--- src/rtl/nv_nvdla_csc_accu_credit_if.sv ---
// Signal bundle between the convolution sequencer and its CACC credit tracker.
// The master side is the requester/credit source; the slave side is the tracker.
interface nv_nvdla_csc_accu_credit_if #(
  parameter int CNT_W = 7
);
  logic             sc_req_vld;
  logic             sc_req_rdy;
  logic [CNT_W-1:0] sc_req_size;
  logic             accu2sc_credit_vld;
  logic [2:0]       accu2sc_credit_size;
  logic             sc_drain_req;
  logic             sc_drain_done;
  logic [CNT_W-1:0] credit_cnt;
  logic             credit_idle;
  logic             err_clr;
  logic             credit_ovf_err;
  logic             credit_size_err;

  modport master (
    output sc_req_vld, sc_req_size, accu2sc_credit_vld, accu2sc_credit_size,
           sc_drain_req, err_clr,
    input  sc_req_rdy, sc_drain_done, credit_cnt, credit_idle,
           credit_ovf_err, credit_size_err
  );

  modport slave (
    input  sc_req_vld, sc_req_size, accu2sc_credit_vld, accu2sc_credit_size,
           sc_drain_req, err_clr,
    output sc_req_rdy, sc_drain_done, credit_cnt, credit_idle,
           credit_ovf_err, credit_size_err
  );
endinterface

--- src/rtl/nv_nvdla_csc_accu_credit.sv ---
// CACC assembly-buffer credit tracker: grants stripe requests against free
// entries, replenishes from retimed credit returns, and supports a drain wait.
module nv_nvdla_csc_accu_credit #(
  parameter int CREDIT_MAX = 64,
  parameter int CNT_W      = 7
) (
  input logic                    nvdla_core_clk,
  input logic                    nvdla_core_rst,
  nv_nvdla_csc_accu_credit_if.slave bus
);

  typedef enum logic {
    RUN   = 1'b0,
    DRAIN = 1'b1
  } state_e;

  localparam logic [CNT_W-1:0] MAX_CNT  = CNT_W'(CREDIT_MAX);
  localparam logic [CNT_W:0]   MAX_WIDE = (CNT_W+1)'(CREDIT_MAX);

  state_e           state_q, state_d;
  logic             ret_vld_q;
  logic [2:0]       ret_size_q;
  logic [CNT_W-1:0] cnt_q, cnt_d;
  logic             done_q, done_d;
  logic             ovf_err_q, ovf_err_d;
  logic             size_err_q, size_err_d;

  logic             req_fits;
  logic             grant;
  logic             idle;
  logic [CNT_W:0]   sum;
  logic             ovf_evt;
  logic             size_evt;

  // NOTE: every always_comb output gets a default first so no path leaves it unassigned (no latch).
  always_comb begin
    idle     = (cnt_q == MAX_CNT) && !ret_vld_q;
    req_fits = ({1'b0, bus.sc_req_size} <= MAX_WIDE);
    grant    = bus.sc_req_vld && (state_q == RUN) && (cnt_q >= bus.sc_req_size) && req_fits;

    // One extra bit so a return on top of a near-full count is seen as overflow.
    sum      = {1'b0, cnt_q}
             - (grant     ? {1'b0, bus.sc_req_size}  : '0)
             + (ret_vld_q ? (CNT_W+1)'(ret_size_q)   : '0);
    ovf_evt  = (sum > MAX_WIDE);
    cnt_d    = ovf_evt ? MAX_CNT : sum[CNT_W-1:0];

    size_evt   = (ret_vld_q && (ret_size_q == 3'd0)) || (bus.sc_req_vld && !req_fits);
    // A new error event outranks a simultaneous clear.
    ovf_err_d  = ovf_evt  || (ovf_err_q  && !bus.err_clr);
    size_err_d = size_evt || (size_err_q && !bus.err_clr);

    state_d = state_q;
    done_d  = 1'b0;
    unique case (state_q)
      RUN: begin
        if (bus.sc_drain_req) state_d = DRAIN;
      end
      DRAIN: begin
        if (idle) begin
          state_d = RUN;
          done_d  = 1'b1;
        end
      end
      default: state_d = RUN;
    endcase
  end

  // NOTE: sequential state uses non-blocking assignments so all flops update together at the edge.
  always_ff @(posedge nvdla_core_clk or posedge nvdla_core_rst) begin
    if (nvdla_core_rst) begin
      state_q    <= RUN;
      ret_vld_q  <= 1'b0;
      ret_size_q <= 3'd0;
      cnt_q      <= MAX_CNT;
      done_q     <= 1'b0;
      ovf_err_q  <= 1'b0;
      size_err_q <= 1'b0;
    end else begin
      state_q    <= state_d;
      ret_vld_q  <= bus.accu2sc_credit_vld;
      ret_size_q <= bus.accu2sc_credit_size;
      cnt_q      <= cnt_d;
      done_q     <= done_d;
      ovf_err_q  <= ovf_err_d;
      size_err_q <= size_err_d;
    end
  end

  assign bus.sc_req_rdy      = grant;
  assign bus.sc_drain_done   = done_q;
  assign bus.credit_cnt      = cnt_q;
  assign bus.credit_idle     = idle;
  assign bus.credit_ovf_err  = ovf_err_q;
  assign bus.credit_size_err = size_err_q;

endmodule

--- src/flat_wrapper.sv ---
// flat-port wrapper written by rule: the top's interface ports become plain ports
module nv_nvdla_csc_accu_credit_flat 
#(
  parameter int CREDIT_MAX = 64,
  parameter int CNT_W      = 7
)
  (nvdla_core_clk, nvdla_core_rst, bus_sc_req_vld, bus_sc_req_size, bus_accu2sc_credit_vld, bus_accu2sc_credit_size, bus_sc_drain_req, bus_err_clr, bus_sc_req_rdy, bus_sc_drain_done, bus_credit_cnt, bus_credit_idle, bus_credit_ovf_err, bus_credit_size_err);
  nv_nvdla_csc_accu_credit_if #(.CNT_W(CNT_W)) bus_i ();
  input logic nvdla_core_clk;
  input logic nvdla_core_rst;
  input wire logic [$bits(bus_i.sc_req_vld)-1:0] bus_sc_req_vld;
  input wire logic [$bits(bus_i.sc_req_size)-1:0] bus_sc_req_size;
  input wire logic [$bits(bus_i.accu2sc_credit_vld)-1:0] bus_accu2sc_credit_vld;
  input wire logic [$bits(bus_i.accu2sc_credit_size)-1:0] bus_accu2sc_credit_size;
  input wire logic [$bits(bus_i.sc_drain_req)-1:0] bus_sc_drain_req;
  input wire logic [$bits(bus_i.err_clr)-1:0] bus_err_clr;
  output wire logic [$bits(bus_i.sc_req_rdy)-1:0] bus_sc_req_rdy;
  output wire logic [$bits(bus_i.sc_drain_done)-1:0] bus_sc_drain_done;
  output wire logic [$bits(bus_i.credit_cnt)-1:0] bus_credit_cnt;
  output wire logic [$bits(bus_i.credit_idle)-1:0] bus_credit_idle;
  output wire logic [$bits(bus_i.credit_ovf_err)-1:0] bus_credit_ovf_err;
  output wire logic [$bits(bus_i.credit_size_err)-1:0] bus_credit_size_err;
  assign bus_i.sc_req_vld = bus_sc_req_vld;
  assign bus_i.sc_req_size = bus_sc_req_size;
  assign bus_i.accu2sc_credit_vld = bus_accu2sc_credit_vld;
  assign bus_i.accu2sc_credit_size = bus_accu2sc_credit_size;
  assign bus_i.sc_drain_req = bus_sc_drain_req;
  assign bus_i.err_clr = bus_err_clr;
  assign bus_sc_req_rdy = bus_i.sc_req_rdy;
  assign bus_sc_drain_done = bus_i.sc_drain_done;
  assign bus_credit_cnt = bus_i.credit_cnt;
  assign bus_credit_idle = bus_i.credit_idle;
  assign bus_credit_ovf_err = bus_i.credit_ovf_err;
  assign bus_credit_size_err = bus_i.credit_size_err;
  nv_nvdla_csc_accu_credit #(.CREDIT_MAX(CREDIT_MAX), .CNT_W(CNT_W)) u_core (.nvdla_core_clk(nvdla_core_clk), .nvdla_core_rst(nvdla_core_rst), .bus(bus_i));
endmodule
--- config.mk ---
export PLATFORM = sky130hd
export DESIGN_NAME = nv_nvdla_csc_accu_credit_flat
export DESIGN_NICKNAME = d
export VERILOG_FILES = /design/src/rtl/nv_nvdla_csc_accu_credit_if.sv /design/src/rtl/nv_nvdla_csc_accu_credit.sv /design/src/flat_wrapper.sv
export SDC_FILE = /design/constraint.sdc
export NUM_CORES = 1
export LEC_CHECK = 0
export CORE_UTILIZATION = 45
export CTS_CLUSTER_SIZE = 24
export DETAILED_ROUTE_END_ITERATION = 10
export PLACE_DENSITY = 0.73
export SETUP_SLACK_MARGIN = 0.2
export SYNTH_ARGS = -nofsm -noshare
export SYNTH_HDL_FRONTEND = slang
export SYNTH_SLANG_ARGS = --single-unit
--- constraint.sdc ---
create_clock -name nvdla_core_clk -period 11.2 [get_ports nvdla_core_clk]
set_input_delay 1.68 -clock nvdla_core_clk [delete_from_list [all_inputs] [get_ports nvdla_core_clk]]
set_output_delay 1.68 -clock nvdla_core_clk [all_outputs]
set_load 0.02 [all_outputs]
==> results of run 1 <==
==> routing by layer <==
| layer | part of all wire, % | global-route usage, % | vias up |
|---|---|---|---|
| li1 | - | - | 515 |
| met1 | 46 | 24.78 | 480 |
| met2 | 49 | 37.65 | 24 |
| met3 | 3.3 | 1.977 | 4 |
| met4 | 1.5 | 7.692 | 0 |
| met5 | 0 | 0 | - |
==> cell families (layout without fill, tap and decap cells) <==
family | count (synthesis) | count (layout) | share of synthesized area, %
fa+ha+maj | 22 | 22 | 24.49
xor+xnor | 4 | 4 | 2.881
buf+inv | 19 | 50 | 5.864
compound gates | 23 | 23 | 13.99
mux | 1 | 1 | 0.9259
flops | 15 | 15 | 30.97
simple gates | 42 | 42 | 20.88
==> worst max-delay path, stage by stage <==
cell and delay (ns):
clkdlybuf4s50_1 0.45, nor4_1 0.33, a31oi_1 0.19, or3b_2 0.50, nor2_1 0.11, clkdlybuf4s50_1 0.61
==> path summary, 6_finish.rpt <==
check / from / slack, ns / to
min reg2reg: u_core.bus.credit_size_err$_DFF_PP0_ / 0.53 / u_core.bus.credit_size_err$_DFF_PP0_
max: bus_sc_req_size[0] / 5.66 / bus_sc_req_rdy
max in group asynchronous: nvdla_core_rst / 9.08 / u_core.bus.credit_cnt[6]$_DFF_PP1_
min in group asynchronous: nvdla_core_rst / 1.73 / u_core.state_q$_DFF_PP0_
min: u_core.bus.credit_size_err$_DFF_PP0_ / 0.53 / u_core.bus.credit_size_err$_DFF_PP0_
max reg2reg: u_core.bus.credit_cnt[6]$_DFF_PP1_ / 7.20 / u_core.bus.credit_cnt[5]$_DFF_PP0_
==> layout by cell type, fill, tap and decap left out, types with 2 or more instances in the layout <==
master,count
a21o_1,2
a21oi_1,6
and2_1,2
and3_1,4
and3_2,3
clkbuf_4,3
clkdlybuf4s50_1,27
dfrtp_1,14
fa_1,3
ha_1,19
inv_1,19
nand2_1,5
nand3_1,7
nor2_1,6
nor3_1,3
nor4_1,2
nor4b_1,2
o21ai_0,4
xnor2_1,2
xor2_1,2
==> stage by stage <==
step	setup WS, ns	hold WS [ns]	power, uW	cells	cell area, um^2
3_3_place_gp	5.630	0.5044	307.9	183	1524
6_report	5.659	0.5278	348.9	187	1551
4_1_cts	5.658	0.5316	349.6	187	1551
2_1_floorplan	6.309	0.4855	251.3	126	1216
3_5_place_dp	5.491	0.5096	318.4	183	1524
5_1_grt	5.505	0.5504	377.6	187	1551
==> registers in the layout, indices dropped and copies added (netlist names) <==
name	cells
u_core.bus.credit_ovf_err	1
u_core.bus.credit_cnt	7
u_core.bus.credit_size_err	1
u_core.bus.sc_drain_done	1
u_core.ret_vld_q	1
u_core.state_q	1
u_core.ret_size_q	3
==> power groups by stage <==
stage	combinational [uW]	sequential, uW	clock [uW]
floorplan	160	91.2	0
global placement	226	81.6	0
detailed placement	237	81.8	0
CTS	238	80.6	31.3
global route	262	82.2	33.3
finish	238	80.3	30.7
==> final cells by class <==
cell class	instances	area [um^2]
clock buffer	3	22.52
fill	219	970.9
clock inverter	1	5.005
tap	30	37.54
multi-input combinational	92	768.2
timing repair buffer	27	270.3
inverter	19	71.32
sequential	15	376.6
==> metrics, run 1 <==
Flop pwr share between 20% and 30%; number of flops mapped to enable cells by yosys 0; count of final setup violators 0; routed len/inst 14.31 um; CTS clock-pin slew for the worst setup and hold paths 0.10 ns; final worst path period share between 40% and 50%; Core Rows 18; post-DR vias/cell between 5 and 6; power dissipated by switching net loads 157.2 uW; global placer's final weighted congestion around 0.86; count of maximum capacitance violations 0; net count after synthesis 164; largest fanout on the critical path 3; combinational share of power between 60% and 70%; WL final ~2700 um; final hold violation count 0; Netlist Area Pre-Place approximately 1200 um^2; pin count of the biggest net entering global routing 16; Max transition margin between 60% and 70%; PwrDens approximately 220 nW/um^2; pins over their slew limit 0; CTS Hold Buffers Added 0; I/O pin count 28; worst r2r path cells 14; cell types with the largest area share after synthesis dfrtp_1 29%, ha_1 20%, inv_1 5.9%; antenna violations before repair 0; FFs w/ async S/R, synth 100.0%; maximum clock rate 180.5 MHz; Mapped Cells 126; post-route antenna net violation count 0; Post-CTS Setup Repair Bufs 0; Initial DRT Pass Iterations 4; post-cts repair resize count 0; Antenna Cells 0; Internal Power 191.7 uW; DRC marker count from the first detailed-route iteration 15; first-pass GRT wire length ~4300 um; Worst Hold Depth 1; floorplan die area roughly 2900 um^2; relative area change from synthesis to final layout 27.57%; Setup TNS Final 0 ns; syn avg cell area around 9.7 um^2; remaining design rule violation count 0; number of H-tree levels 1; root buf cell clkbuf_4; shortest period the worst path allows approximately 5.5 ns; vertical die dimension between 50 and 60 um; IO buf count 27; HPWL Detailed 2352 um; clock tree buffer depth 2; unrepaired setup endpoints after global routing no; fraction of layout cells with a size suffix above 1 around a tenth; area of the core 2522 um^2; Yosys cell types 39; top cell type's share of synthesized area slightly below 30%; endpoint required time on the critical path 9.52 ns; number of sinks driven by the clock tree 15; run status finished clean; FF+latch count, synth 15; Die Span X about 54 um; Finished Core Util about three fifths; switching part of the total 45.05%; Num CTS Buffers 3; total routing resource utilization after global routing between 20 and 25%; TritonCTS clock tree done; Worst EP arrival 3.86 ns; Overflow after GRT 0; via count of the first global-routing pass just over 1000; worst slew pin tran 0.5765 ns; starting utilization of the core area between 40% and 50%; Critical Path End Type output pin; Max rail drop VDD between 0.1 and 0.15 mV; number of synthesis warnings 0; Pleak around 0.00074 uW; number of nets in the layout between 150 and 200; Clk pwr share between 8 and 9%; sequential cell area fraction in the yosys report a little under a third; class of the most critical hold timing path reg -> reg; total number of vias 1023; top cell type by total area after synthesis dfrtp_1; clock tree skew after final layout 0.01164 ns; Setup CP Type in -> out; primary flip-flop cell chosen by synthesis mapping dfrtp_1; source-to-sink clock delay at the later pin of the worst-skew pair between 0.2 and 0.3 ns; top cell types by occurrence after synthesis 19 x ha_1, 19 x inv_1, 14 x dfrtp_1; crit path launch type input pin
(Power assumes the default switching activity.)
==> run 2: changes to the inputs <==
==> constraint.sdc (replaced) <==
create_clock -name nvdla_core_clk -period 5.4 [get_ports nvdla_core_clk]
set_input_delay 0.81 -clock nvdla_core_clk [delete_from_list [all_inputs] [get_ports nvdla_core_clk]]
set_output_delay 0.81 -clock nvdla_core_clk [all_outputs]
set_load 0.02 [all_outputs]
==> metrics, run 2 (same netlist as run 1, synthesis figures left out) <==
starting utilization of the core area 48.21% (unchanged); overall power after layout 720.2 uW (+110%); floorplan die area 2914 um^2 (unchanged); power dissipated by switching net loads 321.5 uW (+100%); Setup CP Type in -> reg; final hold violation count 0 (unchanged); post-cts repair resize count 0 (unchanged); first-pass GRT wire length 4312 um (-0.32%); number of sinks driven by the clock tree 15 (unchanged); pins over their slew limit 0 (unchanged); count of maximum capacitance violations 0 (unchanged); relative area change from synthesis to final layout 27.47% (about the same); Max transition margin 63.85% (+2.4 points); count of final setup violators 0 (unchanged); switching part of the total 44.63% (-0.42 points); total number of vias 1009 (-1.4%); kind of cell adding the most delay to the critical path compound AO/OA/AOI/OAI gates; Overflow after GRT 0 (unchanged); delay contributed by the slowest stage of the critical path 0.49 ns (-0.12 ns); area of the core 2522 um^2 (unchanged); antenna violations before repair 0 (unchanged); run status finished clean; routed len/inst 14.02 um (-2.1%); shortest period the worst path allows between 4 and 5 ns; post-DR vias/cell 5.396 (-1.4%); Filler cells 231 (+5.5%); Max rail drop VDD 0.3238 mV (+120%); post-route antenna net violation count 0 (unchanged); total buffers and inverters traversed by the critical path 3 (+1); endpoint required time on the critical path 5.53 ns (-3.99 ns); fraction of layout cells with a size suffix above 1 8.917% (-0.64 points); Internal Power 398.7 uW (+110%); leading cell types in the layout, fill and taps excluded 27 x clkdlybuf4s50_1, 19 x inv_1, 19 x ha_1; worst-path cell chain clkdlybuf4s50_1, inv_1, ha_1, a21o_1, a221oi_1, o21ai_0, and3_1, ha_1, inv_1, ha_1, fa_1, a211o_1, o211ai_2, o2bb2ai_2, xor2_1, o221ai_1; unrepaired setup endpoints after global routing no; CTS clock-pin slew for the worst setup and hold paths 0.08 ns (-0.02 ns); class of the most critical hold timing path reg -> reg; number of H-tree levels 1 (unchanged); number of nets in the layout 196 (unchanged); source-to-sink clock delay at the later pin of the worst-skew pair 0.27 ns (-0.02 ns); DRC marker count from the first detailed-route iteration 17 (+2); Antenna Cells 0 (unchanged); clock tree skew after final layout 0.003071 ns (-0.008573 ns); Clk pwr share 8.4% (-0.4 points); Post-CTS Setup Repair Bufs 0 (unchanged); remaining design rule violation count 0 (unchanged); Flop pwr share 23.2% (+0.2 points); root buf cell clkbuf_4; Setup TNS Final 0 ns (unchanged); Critical-path top delay cell clkdlybuf4s50_1; combinational share of power 68.3% (about the same); clock tree buffer depth 2 (unchanged); crit path launch type input pin; IO buf count 27 (unchanged); I/O pin count 28 (unchanged); Core Rows 18 (unchanged); total routing resource utilization after global routing 20.66% (unchanged); vertical die dimension 53.99 um (unchanged); cell seen most often among critical-path stages ha_1; worst slew pin tran 0.5411 ns (-0.03540 ns); flip-flop count of the largest register, all copies and words added 7 (unchanged); Critical Path End Type flip-flop; CTS Hold Buffers Added 0 (unchanged); TritonCTS clock tree done; largest fanout on the critical path 7 (+4); Num CTS Buffers 3 (unchanged); global placer's final weighted congestion 0.8505 (-1.2%); maximum clock rate 216.6 MHz; Pleak 0.0007360 uW (-0.37%); HPWL Detailed 2241 um (-4.7%); Die Span X 53.99 um (unchanged); Worst EP arrival 4.74 ns (+0.88 ns); Initial DRT Pass Iterations 4 (unchanged); pin count of the biggest net entering global routing 16 (unchanged); final worst path period share 85.49%; leading cell type in the layout, fill and taps excluded clkdlybuf4s50_1; via count of the first global-routing pass 1004 (-2.9%); PwrDens 464.6 nW/um^2 (+110%); WL final 2621 um (-2.1%)
==> run 2: path summary, 6_finish.rpt <==
path | from | endpoint | slack, ns | depth (start not counted)
min in group asynchronous | nvdla_core_rst | u_core.ret_size_q[2]$_DFF_PP0_ | 0.89 | 2
min | u_core.bus.credit_size_err$_DFF_PP0_ | u_core.bus.credit_size_err$_DFF_PP0_ | 0.53 | 1
min reg2reg | u_core.bus.credit_size_err$_DFF_PP0_ | u_core.bus.credit_size_err$_DFF_PP0_ | 0.53 | 1
max in group asynchronous | nvdla_core_rst | u_core.bus.credit_cnt[6]$_DFF_PP1_ | 4.14 | 2
max | bus_sc_req_size[5] | u_core.bus.credit_ovf_err$_DFF_PP0_ | 0.78 | 16
max reg2reg | u_core.bus.credit_cnt[6]$_DFF_PP1_ | u_core.bus.credit_ovf_err$_DFF_PP0_ | 1.40 | 14
==> run 2: cell type report <==
type,instances,area (um^2),share of cell area [%]
sequential,15,376.6,24.29
timing repair buffer,27,270.3,17.43
clock buffer,4,26.28,1.695
inverter,19,71.32,4.600
multi-input combinational,92,768.2,49.56
tap,30,37.54,2.421
==> run 2: per-layer routing <==
metal	vias to the layer above	wire length, um	global-route usage [%]
li1	518	-	-
met4	0	19	5.128
met1	469	1281	27.04
met5	-	0	0
met3	2	93	3.672
met2	20	1227	34.98
==> run 2: metrics by stage <==
step / setup slack (ns) / instance area, um^2 / cells / utilization (%) / hold slack, ns
3_3_place_gp: 0.6999 / 1524 / 183 / 60.42 / 0.5044
3_5_place_dp: 0.5301 / 1524 / 183 / 60.42 / 0.5080
6_report: 0.7834 / 1550 / 187 / 61.46 / 0.5263
2_1_floorplan: 1.379 / 1216 / 126 / - / 0.4855
4_1_cts: 0.8159 / 1550 / 187 / 61.46 / 0.5292
5_1_grt: 0.5512 / 1550 / 187 / 61.46 / 0.5513
==> run 2: power by group through the flow <==
stage	registers [uW]	clock network, uW	logic, uW
after floorplan	189	0	332
after global placement	169	0	469
after detailed placement	170	0	487
after CTS	168	63.3	488
after global routing	171	69.3	546
final	167	60.6	492
==> run 2: worst register-to-register path, cell delays in order (launching register included) <==
cell       delay, ns
dfstp_2         0.57
ha_1            0.24
and3_1          0.18
a221oi_1        0.30
o21ai_0         0.28
and3_1          0.25
ha_1            0.27
inv_1           0.04
ha_1            0.23
fa_1            0.42
a211o_1         0.30
o211ai_2        0.07
o2bb2ai_2       0.15
xor2_1          0.38
o221ai_1        0.19
==> RTL change (settings of run 2) <==
`CNT_W` is set to 7 in 3 places; all go to 5.
--- a/src/rtl/nv_nvdla_csc_accu_credit_if.sv
+++ b/src/rtl/nv_nvdla_csc_accu_credit_if.sv
@@ -2,5 +2,5 @@
 // The master side is the requester/credit source; the slave side is the tracker.
 interface nv_nvdla_csc_accu_credit_if #(
-  parameter int CNT_W = 7
+  parameter int CNT_W = 5
 );
   logic             sc_req_vld;
--- a/src/rtl/nv_nvdla_csc_accu_credit.sv
+++ b/src/rtl/nv_nvdla_csc_accu_credit.sv
@@ -3,5 +3,5 @@
 module nv_nvdla_csc_accu_credit #(
   parameter int CREDIT_MAX = 64,
-  parameter int CNT_W      = 7
+  parameter int CNT_W      = 5
 ) (
   input logic                    nvdla_core_clk,
--- a/src/flat_wrapper.sv
+++ b/src/flat_wrapper.sv
@@ -3,5 +3,5 @@
 #(
   parameter int CREDIT_MAX = 64,
-  parameter int CNT_W      = 7
+  parameter int CNT_W      = 5
 )
   (nvdla_core_clk, nvdla_core_rst, bus_sc_req_vld, bus_sc_req_size, bus_accu2sc_credit_vld, bus_accu2sc_credit_size, bus_sc_drain_req, bus_err_clr, bus_sc_req_rdy, bus_sc_drain_done, bus_credit_cnt, bus_credit_idle, bus_credit_ovf_err, bus_credit_size_err);
Interface: changed (resized bus_credit_cnt and bus_sc_req_size); port bits go from 28 to 24. The function was not compared with the original's and may differ.
==> RTL change against run 2 <==
- sequential cell count down 2
- final cell count down 23%
- worst hold slack worse by 0.036 ns
- total power down 67%
- final area down 25%
- maximum frequency up 35%
- clock skew up 0.00099 ns
- global-route usage down 2.1 points
- routed wire length down 38%
- setup slack better by 1.2 ns
- area after synthesis down 30%
- die area down 29%
- critical path type is now in -> out
- critical endpoint is now bus_sc_req_rdy
- largest cell class unchanged
==> RTL change: results (changes against run 2) <==
| Metric | Value |
|---|---|
| Status | `completed` |
| Num CTS Buffers | `3 (unchanged)` |
| Comb power frac | `0.300 (-0.383)` |
| Layout area overhead | `37.41%` |
| Non-clock buffering overhead | `0.1972 (+0.02288)` |
| Number of flip-flops in the largest register | `5 (-2)` |
| Multi-input gates | `61 (-34%)` |
| CTS Sinks | `13 (-2)` |
| Share of post-route cells with drive strength above 1 | `0.09244 (+0.003265)` |
| Clock-cell share | `0.02251 (+0.005559)` |
| Gpl congestion | `0.7396 (-13%)` |
| Vias in the first global route | `651 (-35%)` |
| Post-Synth Adder-Cell Area | `0.2622 (+0.01729)` |
| Family with the most delay on the worst path | `buffers and inverters` |
| Largest fanout on the critical path | `3 (-4)` |
| Inverters | `18 (-1)` |
| Post-DP Area | `1141 um^2 (-25%)` |
| Worst path max stage delay | `0.53 ns (+0.04 ns)` |
| Commonest cells in the netlist | `inv_1 (15), dfrtp_1 (13), ha_1 (13)` |
| Synth top area cells | `dfrtp_1 (38%), ha_1 (19%), fa_1 (7.1%)` |
| Total power | `0.2395 mW (-67%)` |
| Synth cell types | `27 (-31%)` |
| Pre-CTS setup slack | `1.967 ns (+1.437 ns)` |
| Synth Instances | `84 (-33%)` |
| Layout Cells excl Fill | `144 (-23%)` |
| Final net count | `150 (-23%)` |
| Peak supply drop | `156.4 uV (-52%)` |
| Multiplexer share of the synthesized area | `0 (-0.009259)` |
| Worst EP arrival | `2.62 ns (-2.12 ns)` |
| Post-route clock skew | `0.004059 ns (+0.0009876 ns)` |
| Fill cells | `141 (-39%)` |
| Gr usage total | `0.1861 (-0.02051)` |
| Net Sw Power | `0.07187 mW (-78%)` |
| Buffers added on ports | `23 (-15%)` |
| Synth Area in XOR/XNOR | `0.04124 (+0.01243)` |
| Die X | `45.45 um (-16%)` |
| Register area | `325.3 um^2 (-14%)` |
| DRT Wirelength | `1.624 mm (-38%)` |
| Largest net degree at the start of global routing | `14 (-2)` |
| Seq/Total Area, Yosys | `0.3829 (+0.07325)` |
RTL change: cell count changes after synthesis, moves of 3 or more:
cell / delta
nand3_1: -7
inv_1: -4
nor3_1: -3
ha_1: -6
inv_2: +3
and3_2: -3
and3_1: -4
RTL change: layer usage:
metal	GRT usage	wire length (um)	vias to the layer above
met1	0.2302	724	311
met3	0.03571	65	10
met5	0	0	-
met4	0.09091	41	0
met2	0.3086	793	24
li1	-	-	332
RTL change: worst paths after layout:
path | startpoint | to | slack [ns] | depth (start not counted)
worst max-delay path | bus_sc_req_size[0] | bus_sc_req_rdy | 1.97 | 8
worst min-delay path | u_core.bus.credit_size_err | u_core.bus.credit_size_err | 0.49 | 2
worst max register to register | u_core.bus.credit_cnt[1] | u_core.bus.credit_ovf_err | 3.08 | 6
worst min register to register | u_core.bus.credit_size_err | u_core.bus.credit_size_err | 0.49 | 2
max in group asynchronous | nvdla_core_rst | u_core.bus.credit_cnt[0] | 4.23 | 2
min in group asynchronous | nvdla_core_rst | u_core.ret_size_q[2] | 0.84 | 2
